<file path="src/rtl/ofdm_cp_remover.sv">
// ofdm_cp_remover: strips the cyclic prefix from each OFDM symbol after a start-of-frame marker.
// Body samples pass through combinationally with tlast per symbol and o_sof on the frame's first sample.
module setting_reg #(
  parameter logic [7:0]  ADDR = 8'd0,
  parameter logic [15:0] INIT = 16'd0
) (
  input  logic        clk,
  input  logic        reset,
  input  logic        set_stb,
  input  logic [7:0]  set_addr,
  input  logic [15:0] set_data,
  output logic [15:0] out_o
);
  always_ff @(posedge clk or posedge reset)
    if (reset) out_o <= INIT;
    else if (set_stb && set_addr == ADDR) out_o <= set_data;
endmodule

module ofdm_cp_remover #(
  parameter logic [7:0] SR_FFT_SIZE    = 8'd134,
  parameter logic [7:0] SR_CP_LEN      = 8'd135,
  parameter logic [7:0] SR_NUM_SYMBOLS = 8'd136,
  parameter int         WIDTH          = 32
) (
  input  logic             clk,
  input  logic             reset,
  input  logic             clear,
  input  logic             set_stb,
  input  logic [7:0]       set_addr,
  input  logic [31:0]      set_data,
  input  logic [WIDTH-1:0] i_tdata,
  input  logic             i_tlast,
  input  logic             i_tvalid,
  output logic             i_tready,
  input  logic             i_sof,
  output logic [WIDTH-1:0] o_tdata,
  output logic             o_tlast,
  output logic             o_tvalid,
  input  logic             o_tready,
  output logic             o_sof,
  output logic             sof_err
);
  typedef enum logic [1:0] {IDLE, CP, BODY} state_t;
  state_t state_q, state_d;
  logic [15:0] samp_q, samp_d, sym_q, sym_d;
  logic [15:0] fft_q, fft_d, cp_q, cp_d, nsym_q, nsym_d;
  logic [15:0] fft_set, cp_set, nsym_set;
  logic [15:0] fft_e, cp_e, nsym_e, samp_e, sym_e;
  logic sof_err_q, sof_err_d, sof_start, pass, last, acc;
  logic unused_ok;
  assign unused_ok = ^{i_tlast, set_data[31:16]};
  setting_reg #(.ADDR(SR_FFT_SIZE), .INIT(16'd64)) u_fft (
    .clk(clk), .reset(reset), .set_stb(set_stb), .set_addr(set_addr),
    .set_data(set_data[15:0]), .out_o(fft_set));
  setting_reg #(.ADDR(SR_CP_LEN), .INIT(16'd16)) u_cp (
    .clk(clk), .reset(reset), .set_stb(set_stb), .set_addr(set_addr),
    .set_data(set_data[15:0]), .out_o(cp_set));
  setting_reg #(.ADDR(SR_NUM_SYMBOLS), .INIT(16'd0)) u_nsym (
    .clk(clk), .reset(reset), .set_stb(set_stb), .set_addr(set_addr),
    .set_data(set_data[15:0]), .out_o(nsym_set));
  // A frame-start beat uses the fresh settings and zeroed counters in the same cycle,
  // so a zero-length CP can pass that very beat through as body sample 0.
  always_comb begin
    sof_start = state_q != BODY && i_tvalid && i_sof;
    fft_e     = sof_start ? fft_set : fft_q;
    cp_e      = sof_start ? cp_set : cp_q;
    nsym_e    = sof_start ? nsym_set : nsym_q;
    samp_e    = sof_start ? 16'd0 : samp_q;
    sym_e     = sof_start ? 16'd0 : sym_q;
    pass      = state_q == BODY || (sof_start && cp_set == 16'd0 && fft_set != 16'd0);
    last      = pass && samp_e == fft_e - 16'd1;
    i_tready  = !reset && (pass ? o_tready : 1'b1);
    o_tvalid  = !reset && pass && i_tvalid;
    o_tdata   = (!reset && pass) ? i_tdata : '0;
    o_tlast   = !reset && last;
    o_sof     = !reset && pass && sym_e == 16'd0 && samp_e == 16'd0;
    sof_err   = sof_err_q;
    acc       = i_tvalid && i_tready;
  end
  always_comb begin
    state_d   = state_q;
    samp_d    = samp_q;
    sym_d     = sym_q;
    fft_d     = fft_q;
    cp_d      = cp_q;
    nsym_d    = nsym_q;
    sof_err_d = state_q == BODY && acc && i_sof;
    if (acc) begin
      if (sof_start) begin
        fft_d  = fft_set;
        cp_d   = cp_set;
        nsym_d = nsym_set;
        sym_d  = 16'd0;
      end
      if (pass) begin
        samp_d  = last ? 16'd0 : samp_e + 16'd1;
        sym_d   = last ? sym_e + 16'd1 : sym_e;
        state_d = !last ? BODY :
                  (nsym_e != 16'd0 && sym_e == nsym_e - 16'd1) ? IDLE :
                  cp_e == 16'd0 ? BODY : CP;
      end else if (sof_start) begin
        samp_d  = cp_set == 16'd1 ? 16'd0 : 16'd1;
        state_d = fft_set == 16'd0 ? IDLE : cp_set == 16'd1 ? BODY : CP;
      end else if (state_q == CP) begin
        samp_d  = samp_q == cp_q - 16'd1 ? 16'd0 : samp_q + 16'd1;
        state_d = samp_q == cp_q - 16'd1 ? BODY : CP;
      end
    end
  end
  always_ff @(posedge clk or posedge reset)
    if (reset) begin
      state_q   <= IDLE;
      samp_q    <= '0;
      sym_q     <= '0;
      fft_q     <= 16'd64;
      cp_q      <= 16'd16;
      nsym_q    <= 16'd0;
      sof_err_q <= 1'b0;
    end else if (clear) begin
      state_q   <= IDLE;
      samp_q    <= '0;
      sym_q     <= '0;
      sof_err_q <= 1'b0;
    end else begin
      state_q   <= state_d;
      samp_q    <= samp_d;
      sym_q     <= sym_d;
      fft_q     <= fft_d;
      cp_q      <= cp_d;
      nsym_q    <= nsym_d;
      sof_err_q <= sof_err_d;
    end
endmodule

</file>
<file path="config.mk">
export PLATFORM = sky130hd
export DESIGN_NAME = ofdm_cp_remover
export DESIGN_NICKNAME = d
export VERILOG_FILES = /design/src/rtl/ofdm_cp_remover.sv
export SDC_FILE = /design/constraint.sdc
export NUM_CORES = 1
export LEC_CHECK = 0
export ABC_AREA = 1
export BUFFER_PORTS_ARGS = -buffer_cell sky130_fd_sc_hd__clkbuf_2
export CORE_ASPECT_RATIO = 0.75
export CORE_MARGIN = 2
export CORE_UTILIZATION = 38
export DETAILED_ROUTE_END_ITERATION = 8
export PLACE_DENSITY = 0.66
export SYNTH_ARGS = -nofsm -noshare
export SYNTH_HDL_FRONTEND = slang
export SYNTH_SLANG_ARGS = --single-unit
</file>
<file path="constraint.sdc">
create_clock -name clk -period 4.27 [get_ports clk]
set_input_delay 0.427 -clock clk [delete_from_list [all_inputs] [get_ports clk]]
set_output_delay 0.427 -clock clk [all_outputs]
set_load 0.03 [all_outputs]
</file>
Word-level counts from Yosys, hierarchy flattened
Cells that the tools add are included.

word-level totals
  register bits after elaboration = 131
  latch bits = 0
  memory bits (writable) = 0
  bits in read-only memories = 0
  input bits = 80
  output and inout port bits = 37
  word-level logic and storage cells = 89
  memories = 0

cells by class
  $add $sub $neg = 6
  multiply operators = 0
  divide/modulo/power cells = 0
  $lt $le $gt $ge = 0
  equal/unequal tests = 10
  shifts and indexed selects = 0
  mux-type cells = 31
  bitwise logic cells = 1
  reductions and logical operators = 31

operators with widths
  cell                                                                   count
  16-bit two-way mux                                                     16
  16-bit logical NOT                                                     5
  16-bit by 1-bit adder with 16-bit output (second input constant)       3
  16-bit == test                                                         3
  16-bit by 1-bit subtractor with 16-bit output (second input constant)  3
  32-bit two-way mux                                                     1
  16-bit nonzero test                                                    2
  8-bit == test (second input constant)                                  3
  2-bit two-way mux                                                      11
  1-bit logical AND                                                      18
  16-bit by 1-bit == test with 1-bit output (second input constant)      1
  2-bit AND reduction                                                    2
  4-bit nonzero test                                                     1
  1-bit two-way mux                                                      3
  2-bit by 1-bit == test with 1-bit output (second input constant)       1
  2-bit == test (second input constant)                                  1
  2-bit != test (second input constant)                                  1
  2-bit nonzero test                                                     1
  1-bit logical NOT                                                      1
  1-bit logical OR                                                       1
  1-bit inverter                                                         1

Depth between registers and ports, before layout
  depth after elaboration = 12
  gate-level depth with buffers = 23
  depth with buffers taken out = 21

By module
Synthesis repeated with hierarchy kept, for this count alone.

unflattened totals
  cell total of the unflattened synthesis = 1658
  area total of the unflattened synthesis = 10721.5 µm²

modules (own cells, without submodules)
  module                times used  cells an instance  area an instance (µm²)
  ofdm_cp_remover       1           1419               8489.4
  setting_reg (u_fft)   1           80                 748.2
  setting_reg (u_nsym)  1           79                 743.2
  setting_reg (u_cp)    1           80                 740.7

Worst setup path after synthesis
Ideal clock, no wire load.

  path kind = input port to output port
  from = input i_tvalid
  to = output o_tlast
  arrival = 2.604 ns
  required time = 3.843 ns
  path slack = 1.239 ns
  cell stages on the path = 15
  path buffers = 1
  cells stage by stage = nand2_2 > inv_4 > buf_6 > nand3b_1 > nand2_2 > ha_1 > nand3_1 > nand3_1 > nor2_1 > nand2_1 > nor2_1 > nand3_1 > nor2_1 > nand3_2 > nor3_1

between the ends
  word-level cells in the longest chain between the ends = 7
  elaborated cells between the ends (all ways) = 11
  those cells by class = 1 x add/sub; 1 x eq/ne; 2 x mux; 7 x reduce/logical

ends and longest elaborated chain
  element                                                                                    RTL line  text
  start, declared                                                                            33        input logic i_tvalid,
  1-bit logical AND * (2 in series)                                                          64        sof_start = state_q != BODY && i_tvalid && i_sof;
  16-bit two-way mux / 1-bit logical AND (equally long branches)                             --
  16-bit by 1-bit subtractor with 16-bit output / 1-bit logical AND (equally long branches)  71, 70
  16-bit == test / 1-bit logical OR (equally long branches)                                  71, 70
  1-bit logical AND *                                                                        71        last = pass && samp_e == fft_e - 16'd1;
  1-bit logical AND *                                                                        75        o_tlast = !reset && last;
  end, declared                                                                              37        output logic o_tlast,

Mark *: on every way between the ends. The rest lies on a longest branch, timed or not.

Worst setup path after layout
  from = register state_q[0]
  to = output o_tlast

between the ends
  word-level cells in the longest chain between the ends = 8
  elaborated cells between the ends (all ways) = 13
  those cells by class = 1 x add/sub; 3 x eq/ne; 2 x mux; 7 x reduce/logical

ends and longest elaborated chain
  element                                                                                    RTL line  text
  start, declared                                                                            44        state_t state_q, state_d;
  start signal, assigned                                                                     125       state_q <= state_d;
  2-bit != test                                                                              64
  1-bit logical AND (2 in series)                                                            64
  16-bit two-way mux / 1-bit logical AND (equally long branches)                             --
  16-bit by 1-bit subtractor with 16-bit output / 1-bit logical AND (equally long branches)  71, 70
  16-bit == test / 1-bit logical OR (equally long branches)                                  71, 70
  1-bit logical AND *                                                                        71
  1-bit logical AND *                                                                        75

Marked as above.

==> flow_summary_export.csv <==
group,metric,value,unit
setup_path,cp_top_family,"simple AND/OR/NAND/NOR gates",
sta,finalSetupViolCount,0,
setup_path,cp-start-kind,"register",
sta,min_period,3.856,ns
setup_path,cp.depth,13,
power,finalPower,4.280,mW
sta,fmax,259.4,MHz
setup_path,worst_path_max_delay_cell,"o21ai_1",
power,power_density,372.3,nW/um2
setup_path,crit_top_cell,"nand2_1",
min_path,hp-class,"in -> reg",
floorplanning,die-area,28190,um2
setup_path,rrSetupSlack,0.63,ns
min_path,hold_depth,3,
power,ir_drop,0.2059,mV
setup_path,max_stage_delay,0.44,ns
final_layout,stdcell_area,11500,um2
sta,finalHoldViolations,0,
power,total_leakage_power,6.285,nW
clock_tree,cts_setup_buffers,0,
clock_tree,clkSinkCount,131,
sta,tightest_slew,0.9751,ns
logic_synthesis,synth_area_per_cell,6.305,um2
setup_path,critPathMaxFanout,62,
sta,setup_slack,0.4144,ns
clock_tree,cts_tree,"done",
floorplanning,rows,51,
job,max-cap-violations,0,
sta,finClkSkew,0.01015,ns
routing,drc_errors,0,
status,status,"finished, final reports clean",
setup_path,path_buf_inv,4,
sta,tns,0,ns
placed_design,pre_cts_ws,0.6480,ns
floorplanning,initial_core_util,38.99,%
routing,ant_nets,0,
final_layout,drive_gt1_share,11.79,%
global_routing,overflow,0,
placed_design,hpwl,23490,um
sta,timing.final.crit_share,90.30,%
routing,avgViaCountPerCell,5.165,
routing,initialDrtViolationCount,1046,
floorplanning,die_w,193.2,um
clock_tree,numCtsBuffers,17,
setup_path,r2r_cells,12,
routing,wl,31120,um
setup_path,cp.arrival,3.43,ns
setup_path,crit_type,"reg -> out",
clock_tree,clkTransAtPathRegs,0.06,ns
floorplanning,core,26160,um2
routing,drt_pass1_iterations,6,
logic_synthesis,synth-seq-area-share,32.18,%
logic_synthesis,synth_nets,1707,
clock_tree,clkLatencyLatePin,0.42,ns
sta,slew_violations,0,
final_layout,syn2layout_area_growth,12.69,%
sta,rsz0062_at_grt,"no",
final_layout,layout_common_cells,"nand2_1, inv_1, nor2_1, o21ai_0",
floorplanning,die-height,145.9,um
placed_design,post_dp_cell_area,10880,um2
setup_path,r2r_start,"state_q[1]",
setup_path,worstPathRequired,3.84,ns
routing,post_drt_wl_per_cell,15.26,um
routing,num_vias,10536,
clock_tree,root_buffer,"clkbuf_16",
clock_tree,cts_max_path_buffers,2,
placed_design,routabilityCongestion,0.9524,
logic_synthesis,syn_inst,1618,
floorplanning,io_pins,117,
final_layout,fin_nets,1772,
logic_synthesis,synth_ff_type,"dfrtp_1",
global_routing,antenna_found_initial,0,
setup_path,cp-end-kind,"output pin",
placed_design,dpl.cell_count,2007,
logic_synthesis,yosysWarnings,0,
clock_tree,htree_num_levels,4,
logic_synthesis,async_flop_share,100.0,%
final_layout,antennaDiodeCount,0,
logic_synthesis,netlist_area,10200,um2
setup_path,crit_chain,"inv_2 > nand2_4 > nand2_8 > buf_12 > nand2_1 > o21ai_1 > inv_1 > nand2_1 > nand2_1 > nor2_1 > nand2_2 > nor3_1 > clkbuf_2",
sta,max_slew_margin,34.81,%
logic_synthesis,synth.distinct_cells,45,
min_path,whs_endpoint,"sof_err",
final_layout,layout_commonest_cell,"nand2_1",
min_path,worstHoldStart,"i_sof",
logic_synthesis,ys_seq_elements,131,
placed_design,io_buffers,99,
final_layout,final_util,43.94,%
logic_synthesis,synth_edf_count,0,
sta,finalHoldWorstSlack,0.2427,ns
global_routing,grt_pass1_wl,49800,um
global_routing,grt_max_degree,122,
final_layout,fin_cells,2040,
global_routing,grt_pass1_vias,9391,
global_routing,grt.total_usage,22.45,%
setup_path,worstReg2RegEnd,"samp_q[7]",
[kinds of logic (layout without fill, tap and decap cells)]
group	Yosys count	after routing	share of synthesized area, %
xor gates and xnor gates	48	48	4.256
DFF	131	131	32.18
buffers and inverters	275	353	11.21
adders and majority gates	9	9	1.104
and+or+nand+nor	996	996	43.04
AOI/OAI and AO/OA	156	156	7.911
muxes	3	3	0.2944
[state kept, by name (all words and copies together), names as in the netlist]
signal and count:
nsym_q 16, sym_q 16, fft_q 16, sof_err 1, u_fft.out_o 16, state_q 2
cp_q 16, u_cp.out_o 16, samp_q 16, u_nsym.out_o 16
[synth_stat cells, types with 4 or more instances]
cell type	n	area (um2)
nor2_1	148	555.5
o21ai_1	7	35.03
inv_2	10	37.54
buf_1	6	22.52
buf_6	9	101.4
clkbuf_1	27	101.4
nand2_1	560	2102
a21oi_1	7	35.03
nor2_2	12	75.07
nand2_2	12	75.07
inv_1	200	750.7
nand4_1	59	369.1
ha_1	9	112.6
dfrtp_1	127	3178
nand3_2	5	50.05
buf_2	15	75.07
xor2_1	30	262.8
buf_4	6	45.04
dfstp_2	4	105.1
nor3_1	14	70.07
xnor2_1	17	148.9
nor4_1	15	93.84
nand3_1	128	640.6
nand3b_1	27	202.7
o21ai_0	133	665.6
[layout make-up]
cell class	count	area (um2)
Clock inverter	14	166.4
Timing Repair Buffer	109	598.1
Sequential cell	131	3283
Tap cell	344	430.4
Inverter	212	800.8
Clock buffer	18	429.2
Fill cell	2730	14670
Multi-Input combinational cell	1212	5788
[power breakdown]
part	internal, mW	switching [mW]
clock	0.881	0.615
combinational	0.420	0.896
sequential	1.36	0.107
[worst max-delay path by stage]
| stage | startpoint | to | slack [ns] |
|---|---|---|---|
| 4_1_cts | state_q[0] | o_tlast | 0.34 |
| 5_1_grt | state_q[0] | o_tlast | 0.07 |
| 3_3_place_gp | i_tvalid | samp_q[0] | 0.65 |
| 2_1_floorplan | reset | cp_q[0] | 0.35 |
| 3_5_place_dp | i_tvalid | o_tlast | 0.65 |
| 6_report | state_q[0] | o_tlast | 0.41 |
[timing repair]
item / in CTS / in global routing
setup endpoints to repair: 0 / 1
hold buffers: 1 / 0
resized for setup: 0 / 1
hold endpoints to repair: 9 / 0
[worst reg2reg max path: stages, from the launching register on]
cell and delay (ns):
dfrtp_1 0.42, inv_1 0.07, nor2_1 0.19, nor2_1 0.06, buf_4 0.23, and3_1 0.22
nand3_1 0.06, nand2_1 0.34, a21oi_2 0.33, nand3_2 0.45, a21oi_2 0.83, nand3_1 0.17
o21ai_0 0.19
[routing by layer]
| metal | global-route usage, % | vias up | wire, um |
|---|---|---|---|
| li1 | - | 5280 | - |
| met1 | 35.24 | 4775 | 15490 |
| met2 | 31.04 | 455 | 12510 |
| met3 | 4.606 | 26 | 2726 |
| met4 | 5.076 | 0 | 399 |
| met5 | 0 | - | 0 |
Note: power is estimated with default switching activity, not from simulation.
